<file path="config.mk">
export PLATFORM = sky130hd
export DESIGN_NAME = seq_1101_tx
export DESIGN_NICKNAME = d
export VERILOG_FILES = /design/src/rtl/seq_1101_tx.sv
export SDC_FILE = /design/constraint.sdc
export NUM_CORES = 1
export LEC_CHECK = 0
export ABC_AREA = 1
export ABC_CLOCK_PERIOD_IN_PS = 1400
export BUFFER_PORTS_ARGS = -buffer_cell sky130_fd_sc_hd__buf_4
export CAP_MARGIN = 25
export CORE_MARGIN = 3
export CORE_UTILIZATION = 40
export CTS_CLUSTER_SIZE = 28
export DETAILED_ROUTE_END_ITERATION = 8
export SYNTH_ARGS = -nofsm -noshare
export SYNTH_HDL_FRONTEND = slang
export SYNTH_SLANG_ARGS = --single-unit
</file>
<file path="constraint.sdc">
create_clock -name CLK -period 1.4 [get_ports CLK]
set_clock_uncertainty 0.1 [all_clocks]
set_input_delay 0.07 -clock CLK [delete_from_list [all_inputs] [get_ports CLK]]
set_output_delay 0.07 -clock CLK [all_outputs]
set_load 0.05 [all_outputs]
</file>
<file path="src/rtl/seq_1101_tx.sv">
// Serial frame transmitter: preamble 1101, DATA_W payload bits MSB first, idle gap.
// Define SEQ_TX_PARITY_EN to append an even-parity bit after the payload.
module seq_1101_tx #(
    parameter int DATA_W = 8,
    parameter int GAP    = 1
) (
    input  logic              CLK,
    input  logic              RST,
    input  logic [DATA_W-1:0] DATA_IN,
    input  logic              VALID,
    output logic              READY,
    output logic              OUT,
    output logic              BUSY,
    output logic              DONE
);

    localparam int CNT_W = $clog2(DATA_W + 1);

    localparam logic [2:0] S_IDLE = 3'd0;
    localparam logic [2:0] S_PRE  = 3'd1;
    localparam logic [2:0] S_DATA = 3'd2;
`ifdef SEQ_TX_PARITY_EN
    localparam logic [2:0] S_PAR  = 3'd3;
`endif
    localparam logic [2:0] S_GAP  = 3'd4;

    localparam logic [2:0]       S_END    = (GAP == 0) ? S_IDLE : S_GAP;
    localparam logic [3:0]       PREAMBLE = 4'b1101;
    localparam logic [3:0]       PRE_LAST = 4'd4;
    localparam logic [3:0]       GAP_LAST = 4'(GAP);
    localparam logic [CNT_W-1:0] BIT_LAST = CNT_W'(DATA_W);
    localparam logic [CNT_W-1:0] BIT_ONE  = CNT_W'(1);

    logic [2:0]        state_q,   state_d;
    logic [CNT_W-1:0]  bit_cnt_q, bit_cnt_d;
    logic [3:0]        aux_cnt_q, aux_cnt_d;
    logic [DATA_W-1:0] shreg_q,   shreg_d;
    logic              out_q,     out_d;
    logic              done_q,    done_d;
`ifdef SEQ_TX_PARITY_EN
    logic              par_q,     par_d;
`endif

    // OUT is registered from the next state, so the first preamble bit
    // appears in the cycle right after the handshake edge.
    always_comb begin
        state_d   = state_q;
        bit_cnt_d = bit_cnt_q;
        aux_cnt_d = aux_cnt_q;
        shreg_d   = shreg_q;
        out_d     = 1'b0;
        done_d    = 1'b0;
`ifdef SEQ_TX_PARITY_EN
        par_d     = par_q;
`endif
        case (state_q)
            S_IDLE: begin
                if (VALID) begin
                    state_d   = S_PRE;
                    aux_cnt_d = 4'd1;
                    bit_cnt_d = '0;
                    shreg_d   = DATA_IN;
                    out_d     = PREAMBLE[3];
`ifdef SEQ_TX_PARITY_EN
                    par_d     = ^DATA_IN;
`endif
                end
            end
            S_PRE: begin
                if (aux_cnt_q < PRE_LAST) begin
                    out_d     = PREAMBLE[~aux_cnt_q[1:0]];
                    aux_cnt_d = aux_cnt_q + 4'd1;
                end else begin
                    state_d   = S_DATA;
                    out_d     = shreg_q[DATA_W-1];
                    shreg_d   = shreg_q << 1;
                    bit_cnt_d = BIT_ONE;
                end
            end
            S_DATA: begin
                if (bit_cnt_q < BIT_LAST) begin
                    out_d     = shreg_q[DATA_W-1];
                    shreg_d   = shreg_q << 1;
                    bit_cnt_d = bit_cnt_q + BIT_ONE;
                end else begin
`ifdef SEQ_TX_PARITY_EN
                    state_d   = S_PAR;
                    out_d     = par_q;
`else
                    state_d   = S_END;
                    aux_cnt_d = 4'd1;
                    done_d    = 1'b1;
`endif
                end
            end
`ifdef SEQ_TX_PARITY_EN
            S_PAR: begin
                state_d   = S_END;
                aux_cnt_d = 4'd1;
                done_d    = 1'b1;
            end
`endif
            S_GAP: begin
                if (aux_cnt_q < GAP_LAST) begin
                    aux_cnt_d = aux_cnt_q + 4'd1;
                end else begin
                    state_d = S_IDLE;
                end
            end
            default: begin
                state_d   = S_IDLE;
                aux_cnt_d = '0;
                bit_cnt_d = '0;
            end
        endcase
    end

    always_ff @(posedge CLK) begin
        if (!RST) begin
            state_q   <= S_IDLE;
            bit_cnt_q <= '0;
            aux_cnt_q <= '0;
            shreg_q   <= '0;
            out_q     <= 1'b0;
            done_q    <= 1'b0;
`ifdef SEQ_TX_PARITY_EN
            par_q     <= 1'b0;
`endif
        end else begin
            state_q   <= state_d;
            bit_cnt_q <= bit_cnt_d;
            aux_cnt_q <= aux_cnt_d;
            shreg_q   <= shreg_d;
            out_q     <= out_d;
            done_q    <= done_d;
`ifdef SEQ_TX_PARITY_EN
            par_q     <= par_d;
`endif
        end
    end

    assign READY = (state_q == S_IDLE);
    assign BUSY  = (state_q != S_IDLE);
    assign OUT   = out_q;
    assign DONE  = done_q;

endmodule

</file>
Yosys cells after proc, flatten, opt, wreduce, memory -nomap -nowiden
Cells that the tools add are included.
Widths: inputs -> output; s select.
{"block": "op_classes", "add_sub_neg": 2, "n_bitwise": 2, "n_shift": 0, "eq_ne": 10, "n_mux": 25, "magnitude_cmp": 4, "multipliers": 0, "n_reduce_logical": 8, "div_mod_pow": 0}
{"operator": "$pmux 4 s4", "n": 2}
{"operator": "$mux 4", "n": 7}
{"operator": "$mux 8", "n": 3}
{"operator": "$pmux 8 s3", "n": 1}
{"operator": "$reduce_and 4->1", "n": 4}
{"operator": "$ne 2x2->1 const B", "n": 7}
{"operator": "$mux 3", "n": 4}
{"operator": "$pmux 3 s4", "n": 1}
{"operator": "$add 4x1->4 const B", "n": 2}
{"operator": "$reduce_bool 3->1", "n": 2}
{"operator": "$mux 1", "n": 5}
{"operator": "$lt 4x1->1 const B", "n": 1}
{"operator": "$lt 4x3->1 const B", "n": 1}
{"operator": "$lt 4x4->1 const B", "n": 1}
{"operator": "$eq 3x1->1 const B", "n": 1}
{"operator": "$eq 3x2->1 const B", "n": 1}
{"operator": "$eq 3x3->1 const B", "n": 1}
{"operator": "$logic_not 3->1", "n": 1}
{"operator": "$lt 2x3->1 const B", "n": 1}
{"operator": "$pmux 1 s3", "n": 1}
{"operator": "$bmux 1 s2", "n": 1}
{"operator": "$not 2->2", "n": 1}
{"operator": "$reduce_and 2->1", "n": 1}
{"operator": "$not 1->1", "n": 1}
{"block": "word_totals", "input_bits": 11, "ff_bits": 21, "elab_cells": 57, "rom_bits": 0, "latchBits": 0, "ramBits": 0, "n_memories": 0}

Longest topological paths before layout
Gate-level depths: netlist (run 1).
{"block": "logic_depth", "word_depth": 5, "depth_mapped": 10, "mapped_depth_nobuf": 9}

Least setup slack after synthesis (run 1)
Ideal clock, no wire load.
{"block": "synth_path", "path_type": "register -> output", "startpoint": "register state_q[0]", "endpoint": "output port BUSY", "n_path_buf": 0, "t_arrival_ps": 1777, "setup_slack_ps": -547, "t_required_ps": 1230, "path_stages_with_launch": 5, "path_cell_list": "dfxtp_1 nor2_4 inv_1 nor2_1 inv_1"}
{"block": "synth_via", "elab_chain_len": 1}
{"element": "from (decl)", "line_no": "34", "rtl": "logic [2:0] state_q, state_d;"}
{"element": "from (signal assigned)", "line_no": "130", "rtl": "state_q <= state_d;"}
{"element": "$reduce_bool 3->1", "line_no": "143", "rtl": "assign BUSY = (state_q != S_IDLE);"}
{"element": "to (decl)", "line_no": "13", "rtl": "output logic BUSY,"}
No other way between the ends.

Final worst setup path (run 1)
Ends and elaborated chain as after synthesis.

==> metrics.yaml, run 1 <==
seq_area_sq_um: 432.9
finalWirelength_microns: 2633
ctsRootBufferMaster: "clkbuf_4"
rows: 18
crit_family: "flip-flops"
rsz0062_at_grt: "true"
arrival_ns: 1.27
antenna_found_initial: 0
crit_required_ns: 1.23
slew_headroom_pct: 83.76
period_share_pct: 103.0
netlist.area_leader.share_pct: 37.67
min_period_ns: 1.443
fin_area_sq_mm: 0.001521
fin_ws_ns: -0.04266
crit_path_cell_trace: "nor2_4 -> inv_2 -> nor2_4 -> inv_2 -> buf_6"
synth_top_cell_by_area: "dfxtp_1"
maxCapViolations: 0
min_path_type: "primary input to flop"
grt_pass1_wl_microns: 4360
worstSetupStartpointType: "flop"
numCtsBuffers: 3
hold_start: "DATA_IN[7]"
start_util_pct: 43.47
whs_endpoint: "shreg_q[7]"
place.gp.congestion: 0.8229
dpl-instance-area_sq_mm: 0.001289
cts-htree-levels: 1
area_delta_synth_final_pct: 36.32
r2r_end: "shreg_q[7]"
first_global_vias: 1007
nNetsFinal: 212
synth.avg_cell_area_sq_um: 6.847
synthCells: 163
die_area_sq_mm: 0.003460
hold_viol: 0
die-width_microns: 58.82
gr-usage-all-layers_pct: 16.21
min_path_cells: 5
yosysSeqAreaShare_pct: 37.67
drtAntennaViolNets: 0
slowest_stage: "dfxtp_4"
synth_common_cells: "nand2_1 (37), nor2_1 (29), dfxtp_1 (21), nand3_1 (14)"
post-route-drc-count: 0
cp_max_fo: 5
setup_viol: 8
syn_nets: 178
r2r-start: "state_q[0]"
dr.pass1.iters: 4
netlist_area_sq_mm: 0.001116
synth.distinct_cells: 22
ys_seq_elements: 21
grt_start_max_net_pins: 16
p_leak_uw: 0.0007235
status: "complete, but fails checks"
clockBufferDepth: 2
tightest_slew_ns: 0.2431
slew_violations: 0
yosysMostFrequentCell: "nand2_1"
ios: 15
critPathKind: "flop to output pin"
viasPerCell: 4.792
multi_input_area_sq_um: 699.4
numClockSinks: 21
drive_gt1_share_pct: 33.67
power.density_mw_per_mm2: 866.4
die_y_microns: 58.82
dp.final_hpwl_microns: 1735
path_clk_slew_ns: 0.12
ys.flop_type: "dfxtp_1"
synth_enable_flop_cells: 0
port_buffers: 14
vias: 1083
coreArea_sq_mm: 0.002567
cts_tree: "done"
ys_top_cells_by_area: "dfxtp_1 (38%), nand2_1 (12%), nor2_1 (9.8%), nand3_1 (6.3%), o21ai_0 (5.4%)"
gr-total-overflow: 0
tns_ns: -0.1984
clock.fmax_mhz: 693.2
diodes: 0
drt_iter0_markers: 32
nFillCells: 240
ys_async_sr_fraction_pct: 0
yosys_warnings: 0
drt-wirelength-per-cell_microns: 11.65
clk_latency_ns: 0.30
rr_worst_depth: 7
violations: "negative setup slack"
cp_num_buf_inv: 3
ir_worst_vdd_mv: 0.6445
critical_path.max_stage_delay_ns: 0.39
end_kind: "output pin"
r2r_setup_slack_ns: -0.04
## state kept, by name, indices dropped and copies added, names as in the netlist
| name | count |
|---|---|
| shreg_q | 8 |
| aux_cnt_q | 4 |
| bit_cnt_q | 4 |
| state_q | 3 |
| DONE | 1 |
| OUT | 1 |
## layout make-up
type / instances / share of cell area [%]
Sequential cell: 21 / 28.45
Tap cell: 30 / 2.467
Clock buffer: 4 / 1.727
Timing Repair Buffer: 32 / 17.27
Inverter: 16 / 4.112
Multi-Input combinational cell: 123 / 45.97
## what timing repair did
item / CTS / global route
hold buffers: 3 / 0
endpoints found under the hold margin: 15 / 0
setup endpoints to repair: 13 / 19
resized for setup: 9 / 27
pin swaps: 3 / 8
setup buffers: 6 / 3
## report_power, final
group	switching, uW	internal [uW]	leakage (uW)	total, uW
logic	204	157	0.000534	361
clock network	185	111	0.0000150	296
registers	25.1	637	0.000175	662
## layout by cell type (no fill, tap or decap), types with 3 or more instances in the layout
cell type / netlist / routed
nor2_4: 3 / 5
nand3_1: 14 / 13
inv_1: 12 / 9
buf_6: 1 / 4
nor2_1: 29 / 23
nand2_2: 5 / 3
clkbuf_4: 0 / 3
dfxtp_4: 0 / 3
o21ai_0: 12 / 9
dlygate4sd3_1: 0 / 3
buf_4: 1 / 25
dfxtp_1: 21 / 17
nand2_1: 37 / 35
o21ai_1: 2 / 5
nand2_4: 0 / 3
a21oi_1: 8 / 7
inv_2: 4 / 6
ha_1: 4 / 3
nor2_2: 1 / 5
## how the worst max path moves through the flow
stage | startpoint | endpoint | slack, ns | cells past startpoint
6_report | state_q[0] | BUSY | -0.04 | 5
5_1_grt | state_q[1] | shreg_q[3] | -0.12 | 7
4_1_cts | state_q[2] | BUSY | -0.02 | 5
3_5_place_dp | state_q[1] | shreg_q[2] | -0.05 | 7
3_3_place_gp | state_q[1] | bit_cnt_q[2] | -0.03 | 7
2_1_floorplan | state_q[0] | BUSY | 0.01 | 4
## per-layer routing
| layer | up-vias | wire length, microns | global-route usage [%] |
|---|---|---|---|
| li1 | 589 | - | - |
| met1 | 468 | 1286 | 21.82 |
| met2 | 24 | 1220 | 24.45 |
| met3 | 2 | 106 | 3.289 |
| met4 | 0 | 20 | 8.091 |
| met5 | - | 0 | 0 |
## worst reg2reg max path, stage by stage (launching register included)
cell and delay (ns):
dfxtp_4 0.39, nor2_4 0.20, nand3_2 0.15, nand2_2 0.12, nor2_4 0.07, buf_4 0.13, o21ai_0 0.14, nor2_1 0.05
## cells by family after synthesis
| family | after synthesis | share of synthesized area [%] |
|---|---|---|
| adders and majority gates | 4 | 4.484 |
| buffers and inverters | 19 | 7.398 |
| AOI/OAI and AO/OA | 23 | 10.54 |
| DFF | 21 | 37.67 |
| xor gates and xnor gates | 1 | 0.7849 |
| and+or+nand+nor | 95 | 39.13 |
## metrics by stage
step | power (uW) | setup slack (ns) | hold WS [ns] | util, % | std cells
after floorplan | 879.1 | 0.01060 | 0.1057 | - | 163
after global placement | 958.1 | -0.03067 | 0.2857 | 50.19 | 210
after detailed placement | 958.4 | -0.05352 | 0.2856 | 50.19 | 210
after CTS | 1293 | -0.02490 | 0.001749 | 54.87 | 223
after global routing | 1399 | -0.1213 | 0.02525 | 59.26 | 226
final | 1318 | -0.04266 | 0.02210 | 59.26 | 226
Power figures use the tool's default switching activity.
==> run 2: changes to the inputs <==
--- a/config.mk
+++ b/config.mk
@@ -14,4 +14,5 @@
 export CTS_CLUSTER_SIZE = 28
 export DETAILED_ROUTE_END_ITERATION = 8
+export REMOVE_ABC_BUFFERS = 1
 export SYNTH_ARGS = -nofsm -noshare
 export SYNTH_HDL_FRONTEND = slang
==> constraint.sdc (replaced) <==
create_clock -name CLK -period 1.4 [get_ports CLK]
set_clock_uncertainty 0.1 [all_clocks]
set_input_delay 0.07 -clock CLK [delete_from_list [all_inputs] [get_ports CLK]]
set_output_delay 0.07 -clock CLK [all_outputs]
set_load 0.02 [all_outputs]
==> run 2 against run 1 <==
The flow still finishes with violations (negative setup slack). Flip-flop and latch count did not move. Worst setup slack gained 0.011 ns. Global-route usage grew 0.52 points. Non-clock buffer count decreased by 1. Combinational power shrank 7.2%. Maximum frequency grew 0.77%. Cell count is 0.44% lower. First-iteration DRC count did not move. Critical path depth rose by 3. Cell area shrank 2.7%. Clock power rose by 6%. Largest power group unchanged.
==> metrics.yaml, run 2 (same netlist as run 1, synthesis figures left out) <==
status: "complete, but fails checks"
violations: "negative setup slack"
gr-usage-all-layers_pct: 16.73  # +0.52 points
clock.fmax_mhz: 698.5  # +0.77%
clk_latency_ns: 0.31  # about the same
numCtsBuffers: 3  # unchanged
fin_area_sq_mm: 0.001480  # -2.7%
grt_start_max_net_pins: 16  # unchanged
clockBufferDepth: 2  # unchanged
path_clk_slew_ns: 0.13  # about the same
cts-htree-levels: 1  # unchanged
gr-total-overflow: 0  # unchanged
dp.final_hpwl_microns: 1840  # +6.0%
place.gp.congestion: 0.8138  # -1.1%
critPathKind: "flop to flop"
final_cell_mix: "nand2_1 (35), nor2_1 (27), buf_4 (24)"
nNetsFinal: 211  # -0.47%
tightest_slew_ns: 0.2432  # +0.0001816 ns
port_buffers: 14  # unchanged
rr_worst_depth: 8  # +1
p_leak_uw: 0.0007101  # -1.9%
diodes: 0  # unchanged
start_util_pct: 43.47  # unchanged
viasPerCell: 4.964  # +3.6%
ctsRootBufferMaster: "clkbuf_4"
drive_gt1_share_pct: 29.74  # -3.9 points
whs_ns: 0.01639  # -0.005714 ns
end_kind: "flop"
slew_violations: 0  # unchanged
die_area_sq_mm: 0.003460  # unchanged
cp_max_fo: 5  # unchanged
tns_ns: -0.06872  # +0.1297 ns
maxCapViolations: 0  # unchanged
min_period_ns: 1.432  # -0.01102 ns
cts_tree: "done"
drt-wirelength-per-cell_microns: 11.79  # +1.2%
antenna_found_initial: 0  # unchanged
nFillCells: 270  # +13%
numClockSinks: 21  # unchanged
drtAntennaViolNets: 0  # unchanged
drt_iter0_markers: 32  # unchanged
crit_required_ns: 1.52  # +0.29 ns
ir_worst_vdd_mv: 0.7598  # +18%
post-route-drc-count: 0  # unchanged
p_int_uw: 899.4  # -0.57%
ios: 15  # unchanged
netSwitchingFraction_pct: 31.53  # +0.15 points
rows: 18  # unchanged
final_common_cell: "nand2_1"
top_regs: "shreg_q x8, aux_cnt_q x4, bit_cnt_q x4"
slew_headroom_pct: 83.77  # about the same
period_share_pct: 102.3  # -0.79 points
area_delta_synth_final_pct: 32.62
hold_viol: 0  # unchanged
power_uw: 1314  # -0.35%
dpl-instance-area_sq_mm: 0.001289  # unchanged
combPwrFrac_pct: 25.5  # -1.9 points
p_seq_share_pct: 50.7  # +0.5 points
first_global_vias: 991  # -1.6%
power.density_mw_per_mm2: 887.4  # +2.4%
worstSetupStartpointType: "flop"
die-width_microns: 58.82  # unchanged
finalWirelength_microns: 2653  # +0.76%
setup_viol: 5  # -3
arrival_ns: 1.56  # +0.29 ns
p_clk_share_pct: 23.8  # +1.4 points
vias: 1117  # +3.1%
rsz0062_at_grt: "true"
largest-register: "shreg_q"
largest_reg_flops: 8  # unchanged
die_y_microns: 58.82  # unchanged
p_sw_uw: 414.1  # +0.12%
dr.pass1.iters: 4  # unchanged
fin_ws_ns: -0.03164  # +0.01102 ns
min_path_cells: 5  # unchanged
min_path_type: "primary input to flop"
coreArea_sq_mm: 0.002567  # unchanged
grt_pass1_wl_microns: 4443  # +1.9%
[run 2: what timing repair did]
action	4_1_cts	5_1_grt
setup endpoints to repair	12	19
endpoints found under the hold margin	15	0
gates resized for setup	13	15
setup buffers	6	1
pin swaps	4	7
hold buffers	4	0
[run 2: power by group through the flow]
| stage | clock network (uW) | logic [uW] | registers, uW |
|---|---|---|---|
| after floorplan | 0 | 173 | 677 |
| after global placement | 0 | 268 | 678 |
| after detailed placement | 0 | 271 | 678 |
| after CTS | 337 | 312 | 664 |
| after global routing | 354 | 380 | 671 |
| final | 313 | 335 | 666 |
[run 2: through the flow]
stage	util (%)	instances	setup WS, ns
2_1_floorplan	-	160	-0.03038
3_3_place_gp	50.19	211	-0.07296
3_5_place_dp	50.19	211	-0.07206
4_1_cts	55.70	224	0.0007886
5_1_grt	57.65	225	-0.1088
6_report	57.65	225	-0.03164
[run 2: final cells by class]
| type | instances | area (sq um) | share of cell area (%) |
|---|---|---|---|
| inverters | 16 | 60.06 | 4.057 |
| clock inverters | 1 | 7.507 | 0.5072 |
| repair buffers | 31 | 254.0 | 17.16 |
| clock buffers | 3 | 22.52 | 1.522 |
| well taps | 30 | 37.54 | 2.536 |
| flip-flops and latches | 21 | 429.2 | 28.99 |
| multi-input cells | 123 | 669.4 | 45.22 |
[run 2: per-layer routing]
metal	GRT usage, %	routed length [microns]	share of wire [%]	up-vias
met5	0	0	0	-
met4	3.883	29	1.1	0
met3	3.947	94	3.5	4
met2	27.92	1280	48	21
met1	21.73	1247	47	502
li1	-	-	-	590
[run 2: worst paths after layout]
path	start	to	slack (ns)
worst min register to register	aux_cnt_q[3]	aux_cnt_q[3]	0.38
worst max-delay path	state_q[0]	shreg_q[5]	-0.03
worst min-delay path	DATA_IN[6]	shreg_q[6]	0.02
worst max register to register	state_q[0]	shreg_q[5]	-0.03
[run 2: critical path: stages (launching register included)]
cell,delay [ns]
dfxtp_4,0.39
nor2_4,0.13
buf_6,0.15
nand3b_4,0.10
nand2_4,0.10
nor2_4,0.05
buf_4,0.14
o21ai_1,0.12
nor2_1,0.06
